[src/rtl/metaball_pkg.sv]
// metaball_pkg
// Shared types and helpers for the metaball scheduler and the metaball
// evaluators it drives.
//   state_t    : scheduler FSM states
//   FIX_INT_W  : integer bits of the 16.16 fixed-point coordinate/velocity format
//   FIX_FRAC_W : fractional bits of the 16.16 fixed-point format
//   MAX_BALLS  : largest supported ball bank (width of the popcount input)
//   popcount() : number of set bits in a ball vector
package metaball_pkg;

  typedef enum logic [2:0] {
    IDLE,
    ISSUE,
    WAIT,
    EMIT,
    MOVE
  } state_t;

  localparam int FIX_INT_W  = 16;
  localparam int FIX_FRAC_W = 16;
  localparam int MAX_BALLS  = 16;

  // Callers zero-extend their N_BALLS-wide vector to MAX_BALLS bits.
  function automatic logic [4:0] popcount(input logic [MAX_BALLS-1:0] v);
    logic [4:0] c;
    c = '0;
    for (int i = 0; i < MAX_BALLS; i++) begin
      c = c + 5'(v[i]);
    end
    return c;
  endfunction

endpackage

[src/rtl/raster_counter.sv]
// raster_counter
// Raster-scan x/y position plus the matching linear framebuffer address.
// The address is a running counter kept in step with x/y, so no y*H_RES
// multiply is needed.
// Ports:
//   clk, rst : clock, synchronous active-high reset
//   adv      : step to the next pixel (ignored on the last pixel)
//   clr      : return to pixel 0 (frame boundary)
//   x, y     : current pixel coordinate
//   addr     : y*H_RES + x
//   last     : current pixel is (H_RES-1, V_RES-1)
module raster_counter #(
  parameter int H_RES   = 640,
  parameter int V_RES   = 480,
  parameter int COORD_W = 16,
  parameter int ADDR_W  = $clog2(H_RES*V_RES)
) (
  input  logic               clk,
  input  logic               rst,
  input  logic               adv,
  input  logic               clr,
  output logic [COORD_W-1:0] x,
  output logic [COORD_W-1:0] y,
  output logic [ADDR_W-1:0]  addr,
  output logic               last
);

  assign last = (x == COORD_W'(H_RES-1)) && (y == COORD_W'(V_RES-1));

  // Holding on the last pixel keeps addr within the frame; only clr wraps it.
  always_ff @(posedge clk) begin
    if (rst || clr) begin
      x    <= '0;
      y    <= '0;
      addr <= '0;
    end else if (adv && !last) begin
      addr <= addr + 1'b1;
      if (x == COORD_W'(H_RES-1)) begin
        x <= '0;
        y <= y + 1'b1;
      end else begin
        x <= x + 1'b1;
      end
    end
  end

endmodule

[src/rtl/metaball_sched.sv]
// metaball_sched
// Frame scheduler for a bank of N_BALLS metaball evaluators. Each pixel
// coordinate is strobed to every ball, the per-ball hits are collected and
// reduced to one lit/unlit bit (at least MIN_HITS hits), and the pixel is
// handed to the framebuffer writer over valid/ready. After the last pixel
// of a frame, mb_mov_en/frame_done pulse once so the balls animate.
// Optional build macro METABALL_SCHED_TIMEOUT_EN adds a WAIT watchdog of
// TIMEOUT cycles and the sticky timeout_flag output.
// Ports:
//   clk, rst                 : clock, synchronous active-high reset
//   run                      : keep generating frames while high
//   mb_px_stb, mb_p_x/mb_p_y : coordinate strobe to all balls
//   mb_mov_en                : per-frame animation step pulse
//   mb_vld, mb_out           : per-ball result valid and inside-field bit
//   pix_valid/ready/data/addr: pixel output handshake
//   frame_done               : pulse coincident with mb_mov_en
//   busy                     : FSM not in IDLE
//   timeout_flag             : (optional) a pixel was emitted on timeout
module metaball_sched
  import metaball_pkg::*;
#(
  parameter int N_BALLS  = 4,
  parameter int H_RES    = 640,
  parameter int V_RES    = 480,
  parameter int COORD_W  = FIX_INT_W,
  parameter int MIN_HITS = 1,
  parameter int TIMEOUT  = 255,
  localparam int ADDR_W  = $clog2(H_RES*V_RES)
) (
  input  logic               clk,
  input  logic               rst,
  input  logic               run,
  output logic               mb_px_stb,
  output logic [COORD_W-1:0] mb_p_x,
  output logic [COORD_W-1:0] mb_p_y,
  output logic               mb_mov_en,
  input  logic [N_BALLS-1:0] mb_vld,
  input  logic [N_BALLS-1:0] mb_out,
  output logic               pix_valid,
  input  logic               pix_ready,
  output logic               pix_data,
  output logic [ADDR_W-1:0]  pix_addr,
`ifdef METABALL_SCHED_TIMEOUT_EN
  output logic               timeout_flag,
`endif
  output logic               frame_done,
  output logic               busy
);

  state_t             state;
  logic [N_BALLS-1:0] done;
  logic [N_BALLS-1:0] hit;
  logic [N_BALLS-1:0] done_nxt;
  logic [N_BALLS-1:0] hit_nxt;
  logic               all_done;
  logic               go_emit;
  logic               handshake;
  logic               last_pix;
  logic               lit;

  assign handshake = (state == EMIT) && pix_ready;

  raster_counter #(
    .H_RES  (H_RES),
    .V_RES  (V_RES),
    .COORD_W(COORD_W),
    .ADDR_W (ADDR_W)
  ) u_raster (
    .clk (clk),
    .rst (rst),
    .adv (handshake),
    .clr (state == MOVE),
    .x   (mb_p_x),
    .y   (mb_p_y),
    .addr(pix_addr),
    .last(last_pix)
  );

  // First capture per ball wins: later vld pulses for a ball already done
  // leave its hit bit untouched.
  always_comb begin
    done_nxt = done | mb_vld;
    hit_nxt  = hit | (mb_vld & ~done & mb_out);
  end

  assign all_done = &done_nxt;
  assign lit      = (32'(popcount(MAX_BALLS'(hit_nxt))) >= MIN_HITS);

`ifdef METABALL_SCHED_TIMEOUT_EN
  localparam int TO_W = $clog2(TIMEOUT+1);
  logic [TO_W-1:0] wait_cnt;
  // Timeout fires on the TIMEOUT-th WAIT cycle; missing balls count as unlit.
  assign go_emit = all_done || (wait_cnt == TO_W'(TIMEOUT-1));
`else
  assign go_emit = all_done;
`endif

  always_ff @(posedge clk) begin
    if (rst) begin
      state      <= IDLE;
      done       <= '0;
      hit        <= '0;
      mb_px_stb  <= 1'b0;
      mb_mov_en  <= 1'b0;
      frame_done <= 1'b0;
      pix_valid  <= 1'b0;
      pix_data   <= 1'b0;
      busy       <= 1'b0;
`ifdef METABALL_SCHED_TIMEOUT_EN
      wait_cnt     <= '0;
      timeout_flag <= 1'b0;
`endif
    end else begin
      // Strobe and frame pulses are single-cycle by default.
      mb_px_stb  <= 1'b0;
      mb_mov_en  <= 1'b0;
      frame_done <= 1'b0;
      case (state)
        IDLE: begin
          if (run) begin
            state     <= ISSUE;
            mb_px_stb <= 1'b1;
            busy      <= 1'b1;
          end
        end
        ISSUE: begin
          // mb_vld seen in the strobe cycle belongs to no pixel; not captured.
          done  <= '0;
          hit   <= '0;
          state <= WAIT;
`ifdef METABALL_SCHED_TIMEOUT_EN
          wait_cnt <= '0;
`endif
        end
        WAIT: begin
          done <= done_nxt;
          hit  <= hit_nxt;
`ifdef METABALL_SCHED_TIMEOUT_EN
          wait_cnt <= wait_cnt + 1'b1;
          if (go_emit && !all_done) begin
            timeout_flag <= 1'b1;
          end
`endif
          if (go_emit) begin
            state     <= EMIT;
            pix_valid <= 1'b1;
            pix_data  <= lit;
          end
        end
        EMIT: begin
          if (pix_ready) begin
            pix_valid <= 1'b0;
            if (last_pix) begin
              state      <= MOVE;
              mb_mov_en  <= 1'b1;
              frame_done <= 1'b1;
            end else begin
              state     <= ISSUE;
              mb_px_stb <= 1'b1;
            end
          end
        end
        MOVE: begin
          // run is only honoured here, so a started frame always completes.
          if (run) begin
            state     <= ISSUE;
            mb_px_stb <= 1'b1;
          end else begin
            state <= IDLE;
            busy  <= 1'b0;
          end
        end
        default: begin
          state <= IDLE;
          busy  <= 1'b0;
        end
      endcase
    end
  end

endmodule
[config.mk]
export PLATFORM = sky130hd
export DESIGN_NAME = metaball_sched
export DESIGN_NICKNAME = d
export VERILOG_FILES = /design/src/rtl/metaball_pkg.sv /design/src/rtl/raster_counter.sv /design/src/rtl/metaball_sched.sv
export SDC_FILE = /design/constraint.sdc
export NUM_CORES = 1
export LEC_CHECK = 0
export BUFFER_PORTS_ARGS = -buffer_cell sky130_fd_sc_hd__buf_2
export CORE_UTILIZATION = 54
export DETAILED_ROUTE_END_ITERATION = 10
export GPL_TIMING_DRIVEN = 0
export MAX_ROUTING_LAYER = met4
export PLACE_DENSITY = 0.79
export SYNTH_ARGS = -nofsm -noshare
export SYNTH_HDL_FRONTEND = slang
export SYNTH_SLANG_ARGS = --single-unit
export TNS_END_PERCENT = 100
[constraint.sdc]
create_clock -name clk -period 4.09 [get_ports clk]
set_clock_uncertainty 0.2 [all_clocks]
set_input_delay 0.409 -clock clk [delete_from_list [all_inputs] [get_ports clk]]
set_output_delay 0.409 -clock clk [all_outputs]
set_load 0.02 [all_outputs]
# ---- After elaboration in Yosys (flattened, before gate mapping)
# Index checks and enable logic that the tools add are counted.
dict set report word_totals {
  regBits 67
  in_bits 12
  out_inout_bits 57
  wordCells 73
}
dict set report op_classes {
  n_addsub 6
  order_cmp 1
  eq_ne 10
  n_mux 20
  n_bitwise 8
  n_reduce_logical 17
}
# op n
set ops {}
lappend ops {{$add A16 B1 Y16 const B} 2}
lappend ops {{$add A19 B1 Y19 const B} 1}
lappend ops {{$eq A16 B10 Y1 const B} 1}
lappend ops {{$eq A16 B9 Y1 const B} 1}
lappend ops {{$mux W16} 1}
lappend ops {{$pmux W4 S2} 2}
lappend ops {{$pmux W3 S5} 1}
lappend ops {{$mux W3} 4}
lappend ops {{$mux W1} 9}
lappend ops {{$reduce_and A3 Y1} 3}
lappend ops {{$and A4 B4 Y4} 2}
lappend ops {{$ne A2 B2 Y1 const B} 4}
lappend ops {{$or A4 B4 Y4} 2}
lappend ops {{$eq A3 B2 Y1 const B} 2}
lappend ops {{$reduce_or A3 Y1} 2}
lappend ops {{$reduce_and A5 Y1} 1}
lappend ops {{$add A3 B1 Y4} 1}
lappend ops {{$ge A4 B1 Y1 const B} 1}
lappend ops {{$not A4 Y4} 1}
lappend ops {{$pmux W1 S2} 2}
lappend ops {{$reduce_and A4 Y1} 1}
lappend ops {{$reduce_bool A2 Y1} 2}
lappend ops {{$add A2 B1 Y3} 1}
lappend ops {{$eq A3 B1 Y1 const B} 1}
lappend ops {{10 further kinds} 14}

# ---- Depth between registers and ports, before layout
dict set report depth {
  word_depth 8
  ltp_mapped 10
}

# ---- Hierarchy
# Synthesis repeated with hierarchy kept, for this count alone.
dict set report hier_totals {
  hier_cells 382
  area_unflattened_um2 3286.9
}
# module instances cells_per_inst area_per_inst_um2
set modules_own_cells {}
lappend modules_own_cells {raster_counter 1 300 2544.9}
lappend modules_own_cells {metaball_sched 1 82 742.0}

# ---- Least setup slack after synthesis
# Ideal clock, no wire load.
dict set report synth_path {
  path_kind {reg2reg}
  start {register u_raster.x[10]}
  end {register u_raster.y[7]}
  setup_ns 0.059
  arrival_ns 2.660
  slack_ns 1.171
  path_stages_with_launch 7
  path_buffers 1
  period_less_slack_ns 2.919
  path_cell_list {dfxtp_1 -> or4_1 -> or4_1 -> buf_2 -> or4_4 -> or4_1 -> nand2_1}
}
dict set report synth_between {
  elab_chain_len 5
}
# item line
set synth_lines {}
lappend synth_lines {{start: declaration} raster_counter.sv:22} ;# output logic [COORD_W-1:0] x,
lappend synth_lines {{start signal: assignment} raster_counter.sv:42} ;# x <= x + 1'b1;
lappend synth_lines {{$eq A16 B10 Y1 (*)} {raster_counter.sv:28, raster_counter.sv:38}}
lappend synth_lines {{$logic_and A1 B1 Y1} raster_counter.sv:28} ;# assign last = (x == COORD_W'(H_RES-1)) && (y == COORD_W'(V_RES-1));
lappend synth_lines {{$logic_not A1 Y1} raster_counter.sv:36} ;# end else if (adv && !last) begin
lappend synth_lines {{$logic_and A1 B1 Y1} raster_counter.sv:36}
lappend synth_lines {{$reduce_and A2 Y1 (no source line) (*)} --}
lappend synth_lines {{end signal: assignment} raster_counter.sv:40} ;# y <= y + 1'b1;
lappend synth_lines {{end: declaration} raster_counter.sv:23} ;# output logic [COORD_W-1:0] y,
# Every way passes the cells marked *; elsewhere a longest branch is shown, timed or not.
# A chain may end at the register's enable or synchronous reset.

# ---- Worst setup path after layout
dict set report layout_path {
  start {register u_raster.y[5]}
  end {register u_raster.x[6]}
}
dict set report layout_between {
  elab_chain_len 4
}
# item line
set layout_lines {}
lappend layout_lines {{$eq A16 B9 Y1} raster_counter.sv:28}
lappend layout_lines {{$logic_and A1 B1 Y1} raster_counter.sv:28}
lappend layout_lines {{$logic_not A1 Y1} raster_counter.sv:36}
lappend layout_lines {{$logic_and A1 B1 Y1} raster_counter.sv:36}
# No other way between the ends.

==> flow_summary.json <==
{
  "outcome": "finished, final reports clean",
  "power_leakage_nw": 1.54,
  "start_util_pct": 55.7,
  "met3_usage_pct": 5.68,
  "cap_violations": 0,
  "hpwl_um": 5770,
  "r2r-end": "u_raster.x[6]",
  "tritoncts": "yes",
  "busiest_layer": "met2",
  "htree_levels": 3,
  "p_sw_mw": 0.311,
  "syn_area_per_cell_um2": 8.10,
  "setup_viol": 0,
  "fin_crit_sh_pct": 81.4,
  "cts_inserted_buffers": 9,
  "synth_cell_type_count": 44,
  "viasPerCell": 5.85,
  "holdPathEnd": "mb_px_stb",
  "clock_latency_ps": 340,
  "layout-drive-gt1-share_pct": 17.6,
  "clockPowerShare_pct": 38.2,
  "grt_util_met2_pct": 41.5,
  "coreArea_um2": 5920,
  "ys_seq_area_share_pct": 40.7,
  "rsz0062_at_grt": "false",
  "cp-startpoint": "u_raster.y[5]",
  "routed_wl_um": 8100,
  "diodes": 0,
  "place_ws_ps": 863,
  "clk_pin_slew_ps": 70,
  "hold_viol_final": 0,
  "grt_overflow": 0,
  "drtPass1Iterations": 5,
  "drtIter0Drc": 203,
  "yosys_most_used_dff": "dfxtp_1",
  "place_inst": 549,
  "wire_per_inst_um": 14.4,
  "power.total_mw": 1.24,
  "cp_max_fo": 10,
  "syn_area_um2": 3300,
  "rrSetupSlack_ps": 760,
  "cts_setup_buffers": 0,
  "drc_errors": 0,
  "met1_usage_pct": 34.2,
  "fin_cells": 564,
  "synth_seq_cells": 67,
  "slew_violations": 0,
  "io_pins": 69,
  "cts_sinks": 67,
  "ir_drop_mv": 0.270,
  "worst_hold_path_type": "input pin to flop",
  "rows": 28,
  "min_path_cells": 3,
  "internal-power_mw": 0.928,
  "gp_congestion": 0.841,
  "grt_max_degree": 11,
  "finalSetupTns_ps": 0,
  "track_usage_pct": 26.9,
  "p_seq_share_pct": 54.1,
  "fp.dieW_um": 80.2,
  "synth_edf_count": 0,
  "cellPowerDensity_nw_per_um2": 319,
  "netlist_instances": 407,
  "syn-num-nets": 426,
  "layout.nets": 504,
  "yosys_warnings": 0,
  "worstSetupPathType": "flop to flop",
  "port_buffers": 67,
  "synthArstFlopShare_pct": 0,
  "min_period_ps": 3330,
  "setup_ws_ps": 761,
  "die_h_um": 80.2,
  "first_global_vias": 2782,
  "vias": 3297,
  "antenna_found_initial": 0,
  "max-slew-margin-rel_pct": 49.2,
  "ant_nets": 0,
  "clockRootBuffer": "clkbuf_8",
  "dieArea_um2": 6420,
  "post-route-util_pct": 65.7,
  "areaGrowthSynthToFinish_pct": 17.9,
  "combPwrFrac_pct": 7.8,
  "crit_arrival_ps": 3400,
  "cp.required_ps": 4160,
  "endpoint_kind": "flop",
  "reg2reg_depth": 8,
  "grt_pass1_wl_um": 12900,
  "holdBufCountCts": 0,
  "post_cts_resized": 0,
  "worst_slew_pin_slew_ps": 755,
  "start_kind": "flop",
  "rr_startpoint": "u_raster.y[5]",
  "hp-start": "run",
  "power_switching_share_pct": 25.1,
  "clock.fmax_mhz": 300,
  "clockBufferDepth": 2
}
## cell type report
type	count	area, um^2
Clock buffer	12	145
Inverter	10	37.5
Clock inverter	3	15.0
Tap cell	75	93.8
Sequential cell	67	1340
Fill cell	529	2030
Timing Repair Buffer	67	335
Buffer	22	88.8
Multi-Input combinational cell	308	1830
## cells in the mapped netlist, types with 2 or more instances
cell	number	area share (%)
and3b_1	3	0.80
a211oi_1	3	0.68
nor4_1	7	1.3
clkbuf_1	19	2.2
nor3_1	11	1.7
nand3_1	24	3.6
nor2_1	50	5.7
o21ai_0	9	1.4
nand2b_1	4	0.76
or3_1	9	1.7
o22ai_1	2	0.38
mux2i_1	2	0.61
nand4_1	11	2.1
a2111oi_0	4	1.1
nand2_1	30	3.4
o21ai_1	6	0.91
inv_1	10	1.1
a21oi_1	44	6.7
or4_1	16	3.6
xor2_1	8	2.1
and4_1	3	0.80
xnor2_1	18	4.8
ha_1	6	2.3
and3_1	7	1.3
dfxtp_1	67	41
buf_2	2	0.30
nor2b_1	4	0.76
o211ai_1	3	0.68
nand3b_1	2	0.46
o31ai_1	9	2.0
## critical path, cell delays in order (launching register included)
cell      delay, ps
dfxtp_1         360
or4_1           550
or4_1           520
clkbuf_1        210
o21ai_1         420
clkbuf_1        430
buf_2           340
o21ai_1         110
a21oi_1         130
## cell usage in the layout, fill, tap and decap left out, drive strengths merged, types with 2 or more instances in the layout
cell	count
a2111oi	4
a211oi	3
a21oi	44
and3	7
and3b	3
and4	3
buf	70
clkbuf	31
clkinv	3
dfxtp	67
ha	6
inv	10
mux2i	2
nand2	30
nand2b	4
nand3	24
nand3b	2
nand4	11
nor2	50
nor2b	4
nor3	11
nor4	8
o211ai	3
o21ai	15
o22ai	2
o31ai	9
or3	9
or4	17
xnor2	18
xor2	8
## power groups by stage
stage / clock network [mW] / logic [mW] / registers [mW]
6_report: 0.473 / 0.0961 / 0.670
3_3_place_gp: 0 / 0.0930 / 0.684
5_1_grt: 0.512 / 0.108 / 0.671
3_5_place_dp: 0 / 0.0953 / 0.685
4_1_cts: 0.484 / 0.0957 / 0.670
2_1_floorplan: 0 / 0.0651 / 0.687
## sequential cells by signal, summed over array words and instances (netlist names)
name           cells
u_raster.addr     19
u_raster.x        16
u_raster.y        16
done               4
hit                4
state              3
busy               1
frame_done         1
mb_px_stb          1
pix_data           1
pix_valid          1
## logic make-up after synthesis
logic type	Yosys count	synth area share, %
mux	2	0.607
simple gates	187	29.7
xor+xnor	26	6.90
fa+ha+maj	8	3.19
compound gates	85	15.1
buf+inv	32	3.83
flops	67	40.7
## how the worst max path moves through the flow
stage	endpoint	depth (start not counted)
floorplan	u_raster.y[7]	6
global placement	u_raster.addr[15]	8
detailed placement	u_raster.x[6]	8
CTS	u_raster.addr[16]	8
global route	u_raster.x[1]	8
finish	u_raster.x[6]	8
## layer usage
| layer | routed length [um] | up-vias |
|---|---|---|
| met3 | 479 | 12 |
| met4 | 153 | 0 |
| met5 | 0 | - |
| li1 | - | 1633 |
| met1 | 3680 | 1538 |
| met2 | 3780 | 114 |
## through the flow
step / instance area [um^2] / hold WS, ps
final: 3890 / 170
after global routing: 3890 / 180
after CTS: 3890 / 161
after detailed placement: 3730 / 269
after global placement: 3730 / 252
after floorplan: 3300 / 264
No activity file was read; power rests on OpenSTA's default activity.
